--- config.mk ---
export PLATFORM = sky130hd
export DESIGN_NAME = pu_result_drain
export DESIGN_NICKNAME = d
export VERILOG_FILES = /design/src/rtl/pu_result_drain.sv
export SDC_FILE = /design/constraint.sdc
export NUM_CORES = 2
export LEC_CHECK = 0
export ABC_AREA = 1
export BUFFER_PORTS_ARGS = -buffer_cell sky130_fd_sc_hd__buf_2
export CORE_AREA = 2 2 266 203
export CTS_BUF_LIST = sky130_fd_sc_hd__clkbuf_4 sky130_fd_sc_hd__clkbuf_8 sky130_fd_sc_hd__clkbuf_16
export DETAILED_ROUTE_END_ITERATION = 7
export DIE_AREA = 0 0 268 205
export PLACE_DENSITY = 0.73
export SYNTH_ARGS = -nofsm -noshare
export SYNTH_HDL_FRONTEND = slang
export SYNTH_SLANG_ARGS = --single-unit
--- constraint.sdc ---
create_clock -name clk_i -period 7.5 [get_ports clk_i]
set_input_delay 0.75 -clock clk_i [delete_from_list [all_inputs] [get_ports clk_i]]
set_output_delay 0.75 -clock clk_i [all_outputs]
set_load 0.02 [all_outputs]
--- src/rtl/pu_result_drain.sv ---
// Result drain for the matmul PU: captures packed accumulator vectors into a 2-slot buffer,
// requantises each lane (rounding shift, optional ReLU, saturation) and streams one lane per beat.
module pu_result_drain #(
  parameter int MAC_NUM      = 8,
  parameter int OUTPUT_WIDTH = 32,
  parameter int OUT_WIDTH    = 8,
  parameter int SHIFT_WIDTH  = 5,
  parameter int LANE_W       = (MAC_NUM > 1) ? $clog2(MAC_NUM) : 1
) (
  input  logic                            clk_i,
  input  logic                            rstn_i,
  input  logic                            load_i,
  input  logic [OUTPUT_WIDTH*MAC_NUM-1:0] vec_i,
  input  logic [SHIFT_WIDTH-1:0]          shift_i,
  input  logic                            relu_en_i,
  input  logic                            clear_i,
  output logic [OUT_WIDTH-1:0]            out_data_o,
  output logic                            out_valid_o,
  input  logic                            out_ready_i,
  output logic [LANE_W-1:0]               out_lane_o,
  output logic                            out_last_o,
  output logic                            idle_o,
  output logic                            overflow_o
);

  localparam int VEC_W = OUTPUT_WIDTH * MAC_NUM;
  localparam int SUM_W = OUTPUT_WIDTH + 1;
  localparam logic signed [SUM_W-1:0] SAT_MAX = SUM_W'(2 ** (OUT_WIDTH - 1) - 1);
  localparam logic signed [SUM_W-1:0] SAT_MIN = ~SAT_MAX;
  localparam logic [LANE_W-1:0] LAST_LANE = LANE_W'(MAC_NUM - 1);

  // Handshake: a beat moves when out_valid_o && out_ready_i; while valid && !ready the
  // presented lane and data are held because both derive only from registered state.

  logic [VEC_W-1:0]       vec_q [2];
  logic [VEC_W-1:0]       vec_d [2];
  logic [SHIFT_WIDTH-1:0] shift_q [2];
  logic [SHIFT_WIDTH-1:0] shift_d [2];
  logic [1:0]             relu_q, relu_d;
  logic                   wr_ptr_q, wr_ptr_d;
  logic                   rd_ptr_q, rd_ptr_d;
  logic [1:0]             count_q, count_d;
  logic [LANE_W-1:0]      lane_q, lane_d;
  logic                   ovf_q, ovf_d;

  logic                   valid, last, xfer, release_slot, accept;
  logic [VEC_W-1:0]       head_vec;
  logic [SHIFT_WIDTH-1:0] head_shift;
  logic                   head_relu;
  logic signed [OUTPUT_WIDTH-1:0] lane_x;
  logic signed [SUM_W-1:0] rnd, sum, y;
  logic [OUT_WIDTH-1:0]   q_data;

  assign valid        = (count_q != 2'd0);
  assign last         = valid && (lane_q == LAST_LANE);
  assign xfer         = valid && out_ready_i;
  assign release_slot = xfer && last;
  // Free space is judged after this cycle's release so a full buffer never stalls the producer.
  assign accept       = load_i && ((count_q != 2'd2) || release_slot);

  assign head_vec   = vec_q[rd_ptr_q];
  assign head_shift = shift_q[rd_ptr_q];
  assign head_relu  = relu_q[rd_ptr_q];

  always_comb begin
    lane_x = head_vec[lane_q*OUTPUT_WIDTH +: OUTPUT_WIDTH];
    rnd    = '0;
    sum    = {lane_x[OUTPUT_WIDTH-1], lane_x};
    y      = sum;
    q_data = '0;
    if (head_shift != '0) begin
      // One extra bit of headroom so adding the rounding constant cannot wrap.
      rnd = SUM_W'(1) << (head_shift - SHIFT_WIDTH'(1));
      sum = {lane_x[OUTPUT_WIDTH-1], lane_x} + rnd;
      y   = sum >>> head_shift;
    end
    if (head_relu && y[SUM_W-1]) y = '0;
    if (y > SAT_MAX)      q_data = SAT_MAX[OUT_WIDTH-1:0];
    else if (y < SAT_MIN) q_data = SAT_MIN[OUT_WIDTH-1:0];
    else                  q_data = y[OUT_WIDTH-1:0];
  end

  always_comb begin
    vec_d    = vec_q;
    shift_d  = shift_q;
    relu_d   = relu_q;
    wr_ptr_d = wr_ptr_q;
    rd_ptr_d = rd_ptr_q;
    count_d  = count_q;
    lane_d   = lane_q;
    ovf_d    = ovf_q;

    if (xfer) lane_d = last ? '0 : lane_q + LANE_W'(1);
    if (release_slot) rd_ptr_d = ~rd_ptr_q;
    if (accept) begin
      vec_d[wr_ptr_q]   = vec_i;
      shift_d[wr_ptr_q] = shift_i;
      relu_d[wr_ptr_q]  = relu_en_i;
      wr_ptr_d          = ~wr_ptr_q;
    end
    count_d = count_q + {1'b0, accept} - {1'b0, release_slot};

    if (load_i && !accept) ovf_d = 1'b1;
    else if (clear_i)      ovf_d = 1'b0;
  end

  always_ff @(posedge clk_i) begin
    if (!rstn_i) begin
      for (int i = 0; i < 2; i++) begin
        vec_q[i]   <= '0;
        shift_q[i] <= '0;
      end
      relu_q   <= '0;
      wr_ptr_q <= 1'b0;
      rd_ptr_q <= 1'b0;
      count_q  <= '0;
      lane_q   <= '0;
      ovf_q    <= 1'b0;
    end else begin
      vec_q    <= vec_d;
      shift_q  <= shift_d;
      relu_q   <= relu_d;
      wr_ptr_q <= wr_ptr_d;
      rd_ptr_q <= rd_ptr_d;
      count_q  <= count_d;
      lane_q   <= lane_d;
      ovf_q    <= ovf_d;
    end
  end

  assign out_valid_o = valid;
  assign out_data_o  = valid ? q_data : '0;
  assign out_lane_o  = lane_q;
  assign out_last_o  = last;
  assign idle_o      = (count_q == 2'd0);
  assign overflow_o  = ovf_q;

endmodule

==> metrics.md <==
| Metric | Value |
|---|---|
| Final Skew | `0.0511 ns` |
| Leakage | `14.0 nW` |
| Worst Path Required | `6.75 ns` |
| Drt first-iter violations | `4,987` |
| Final worst slack | `0.237 ns` |
| Worst endpoint data arrival time | `6.51 ns` |
| CTS H-tree lvls | `2` |
| Critical path fanouts, max | `67` |
| Mean Syn Cell Area | `6.39 um2` |
| Worst setup SP type | `register` |
| Deepest clock path buffer count | `3` |
| Top cell by count, worst path | `nand2_1` |
| # placed instances | `5,178` |
| Max Cap Viol | `0` |
| Final period util | `0.968` |
| Worst skew pair latency | `0.64 ns` |
| Via count | `31,500` |
| Delay-heaviest family, CP | `simple AND/OR/NAND/NOR gates` |
| Hold crit path type | `in2reg` |
| Initial antenna violation count | `17` |
| Synthesis Warnings | `0` |
| Final net count | `4,830` |
| Core Box Area | `0.0523 mm2` |
| Pre-CTS worst setup slack | `0.885 ns` |
| GRT Overall Usage | `0.409` |
| Die Wd | `268 um` |
| Critical Path End Type | `primary output` |
| Relative slew margins | `0.134` |
| Post-Syn Instances | `4,457` |
| Hold Path Depth | `3` |
| Slowest stage delay, CP | `0.69 ns` |
| Largest net degree at the start of global routing | `250` |
| Worst Setup Path Type | `reg2out` |
| Sequential share of the synthesized area | `0.374` |
| Root Buffer | `clkbuf_16` |
| Critical Path Stages | `32` |
| RSZ-0062 raised after global routing | `false` |
| Crit-path slowest cell | `o21ai_0` |
| Initial Util | `0.544` |
| DRC Markers | `0` |
| Slew @ Worst Pin | `1.29 ns` |
| First-pass GRT wire length | `169,000 um` |
| Remaining global-route overflow | `0` |
| Status | `finished clean` |
| CTS tree | `yes` |
| Setup_tns | `0 ns` |
| Peak supply drop | `0.201 mV` |
| Port Buffer Count | `281` |
| Area growth syn-to-layout | `12.5%` |
| Max Clk Rate | `138 MHz` |
| Register-to-register path setup slack | `2.76 ns` |
| WL/cell | `22.1 um` |
| Yosys reg bits | `532` |
| FP Rows | `73` |
| Post-Layout Cell Count | `5,296` |
| CP Buf/Inv Count | `5` |
| Vias in the first global route | `26,600` |
| Routability cong. | `1.13` |
| Final core utilization | `0.612` |
| R2R depth | `14` |
| P per Cell Area | `253 mW/mm2` |
| Clk sinks | `532` |
| Most frequent cells in the layout | `690 x a21oi_1, 683 x nand2_1, 645 x o21ai_0` |
| Synth Net Count | `4,760` |
| Post-route ant nets | `0` |
| Commonest non-fill, non-tap cell in the layout | `a21oi_1` |
| Clock transition at path regs | `0.07 ns` |
| Slew Limit Fails | `0` |
| Final setup fails | `0` |
| Netlist cell types | `38` |
| Vias per cell | `5.95` |
| Hold slack final | `0.354 ns` |
| Total CTS buffers | `50` |
| Synthesized cell area | `0.0285 mm2` |
| Wirelength, routed | `117,000 um` |
| Router iterations before antenna repair | `8` |
| HPWL Detailed | `83,400 um` |
| DIE AREA | `0.0549 mm2` |
| Final Hold Viols | `0` |
| Fraction of layout cells with a size suffix above 1 | `0.113` |
| Die H | `205 um` |
| Io pins | `282` |
| Tmin final | `7.26 ns` |
routing by layer:
| layer | vias to the layer above | routed length (um) | global-route usage |
|---|---|---|---|
| met5 | - | 122 | 0 |
| met4 | 12 | 2640 | 0.0918 |
| met3 | 158 | 19600 | 0.194 |
| met2 | 1859 | 42300 | 0.502 |
| met1 | 14600 | 52200 | 0.622 |
| li1 | 14900 | - | - |
timing repair:
action | in CTS | in global routing
buffers inserted | 0 | 8
hold buffers | 0 | 0
endpoints found under the setup margin | 0 | 8
gates resized for setup | 0 | 45
kinds of logic after synthesis:
group / synth area share
XOR/XNOR: 0.00215
AND/OR/NAND/NOR: 0.246
flip-flops: 0.374
buffers and inverters: 0.110
AO/OA/AOI/OAI: 0.252
adder cells (fa/ha/maj): 0.0161
per-stage QoR:
step	area, um2	total power [mW]
final	32000	8.09
after global routing	32000	8.40
after CTS	31800	7.96
after detailed placement	30100	5.35
after global placement	30100	5.36
after floorplan	28500	4.59
area by class of cell:
cell class | instances | area, um2
Fill cell | 5238 | 20300
Clock inverter | 20 | 219
Sequential cell | 532 | 10700
Inverter | 487 | 1860
Timing Repair Buffer | 355 | 2120
Tap cell | 712 | 891
Antenna cell | 16 | 40.0
Multi-Input combinational cell | 3101 | 14700
Clock buffer | 73 | 1510
worst register-to-register path, stage by stage (launching register included):
cell     delay, ns
dfxtp_2       0.33
buf_4         0.64
ha_1          0.31
ha_1          0.15
inv_1         0.08
nor2_1        0.20
inv_1         0.16
nand3_1       0.09
nand2_1       0.15
inv_4         0.63
nand2_4       0.57
buf_4         0.51
buf_4         0.43
o21ai_0       0.27
a21oi_1       0.06
synthesized netlist by cell type (all sizes together):
cell type / n / area [um2]
and2: 1 / 6.26
ha: 35 / 438
xnor2: 4 / 35.0
buf: 61 / 275
nand3b: 1 / 7.51
clkbuf: 276 / 1040
a31oi: 1 / 6.26
a221oi: 1 / 8.76
nand4: 11 / 68.8
a211oi: 4 / 30.0
o22ai: 2 / 12.5
nand3: 569 / 2850
nor3: 1 / 5.00
dfxtp: 532 / 10700
o221ai: 2 / 17.5
a21o: 2 / 15.0
xor2: 3 / 26.3
nor2: 381 / 1450
o2111ai: 4 / 35.0
o211ai: 3 / 22.5
o21bai: 1 / 7.51
a21oi: 692 / 3460
o21ai: 690 / 3530
nand2: 690 / 2600
or2: 1 / 6.26
inv: 487 / 1830
fa: 1 / 20.0
a221o: 1 / 10.0
worst paths after layout:
kind                                   to                       start
hold reg to reg   vec_q[494]$_SDFFE_PN0P_     vec_q[494]$_SDFFE_PN0P_
setup reg to reg  vec_q[312]$_SDFFE_PN0P_  out_lane_o[1]$_SDFFE_PN0P_
setup / recovery            out_data_o[1]       rd_ptr_q$_SDFFE_PN0P_
hold / removal     vec_q[32]$_SDFFE_PN0P_                   vec_i[32]
flip-flops by register name, indices dropped and copies added (netlist names):
name and count:
vec_q 512, shift_q 10, out_lane_o 3, count_q 2, relu_q 2, overflow_o 1, rd_ptr_q 1, wr_ptr_q 1
report_power, final:
group          internal, mW  switching, mW  total, mW
clock                  1.48           1.18       2.66
combinational         0.651           1.64       2.29
sequential             3.06         0.0840       3.15
total                  5.19           2.90       8.09
Note: power is estimated with default switching activity, not from simulation.
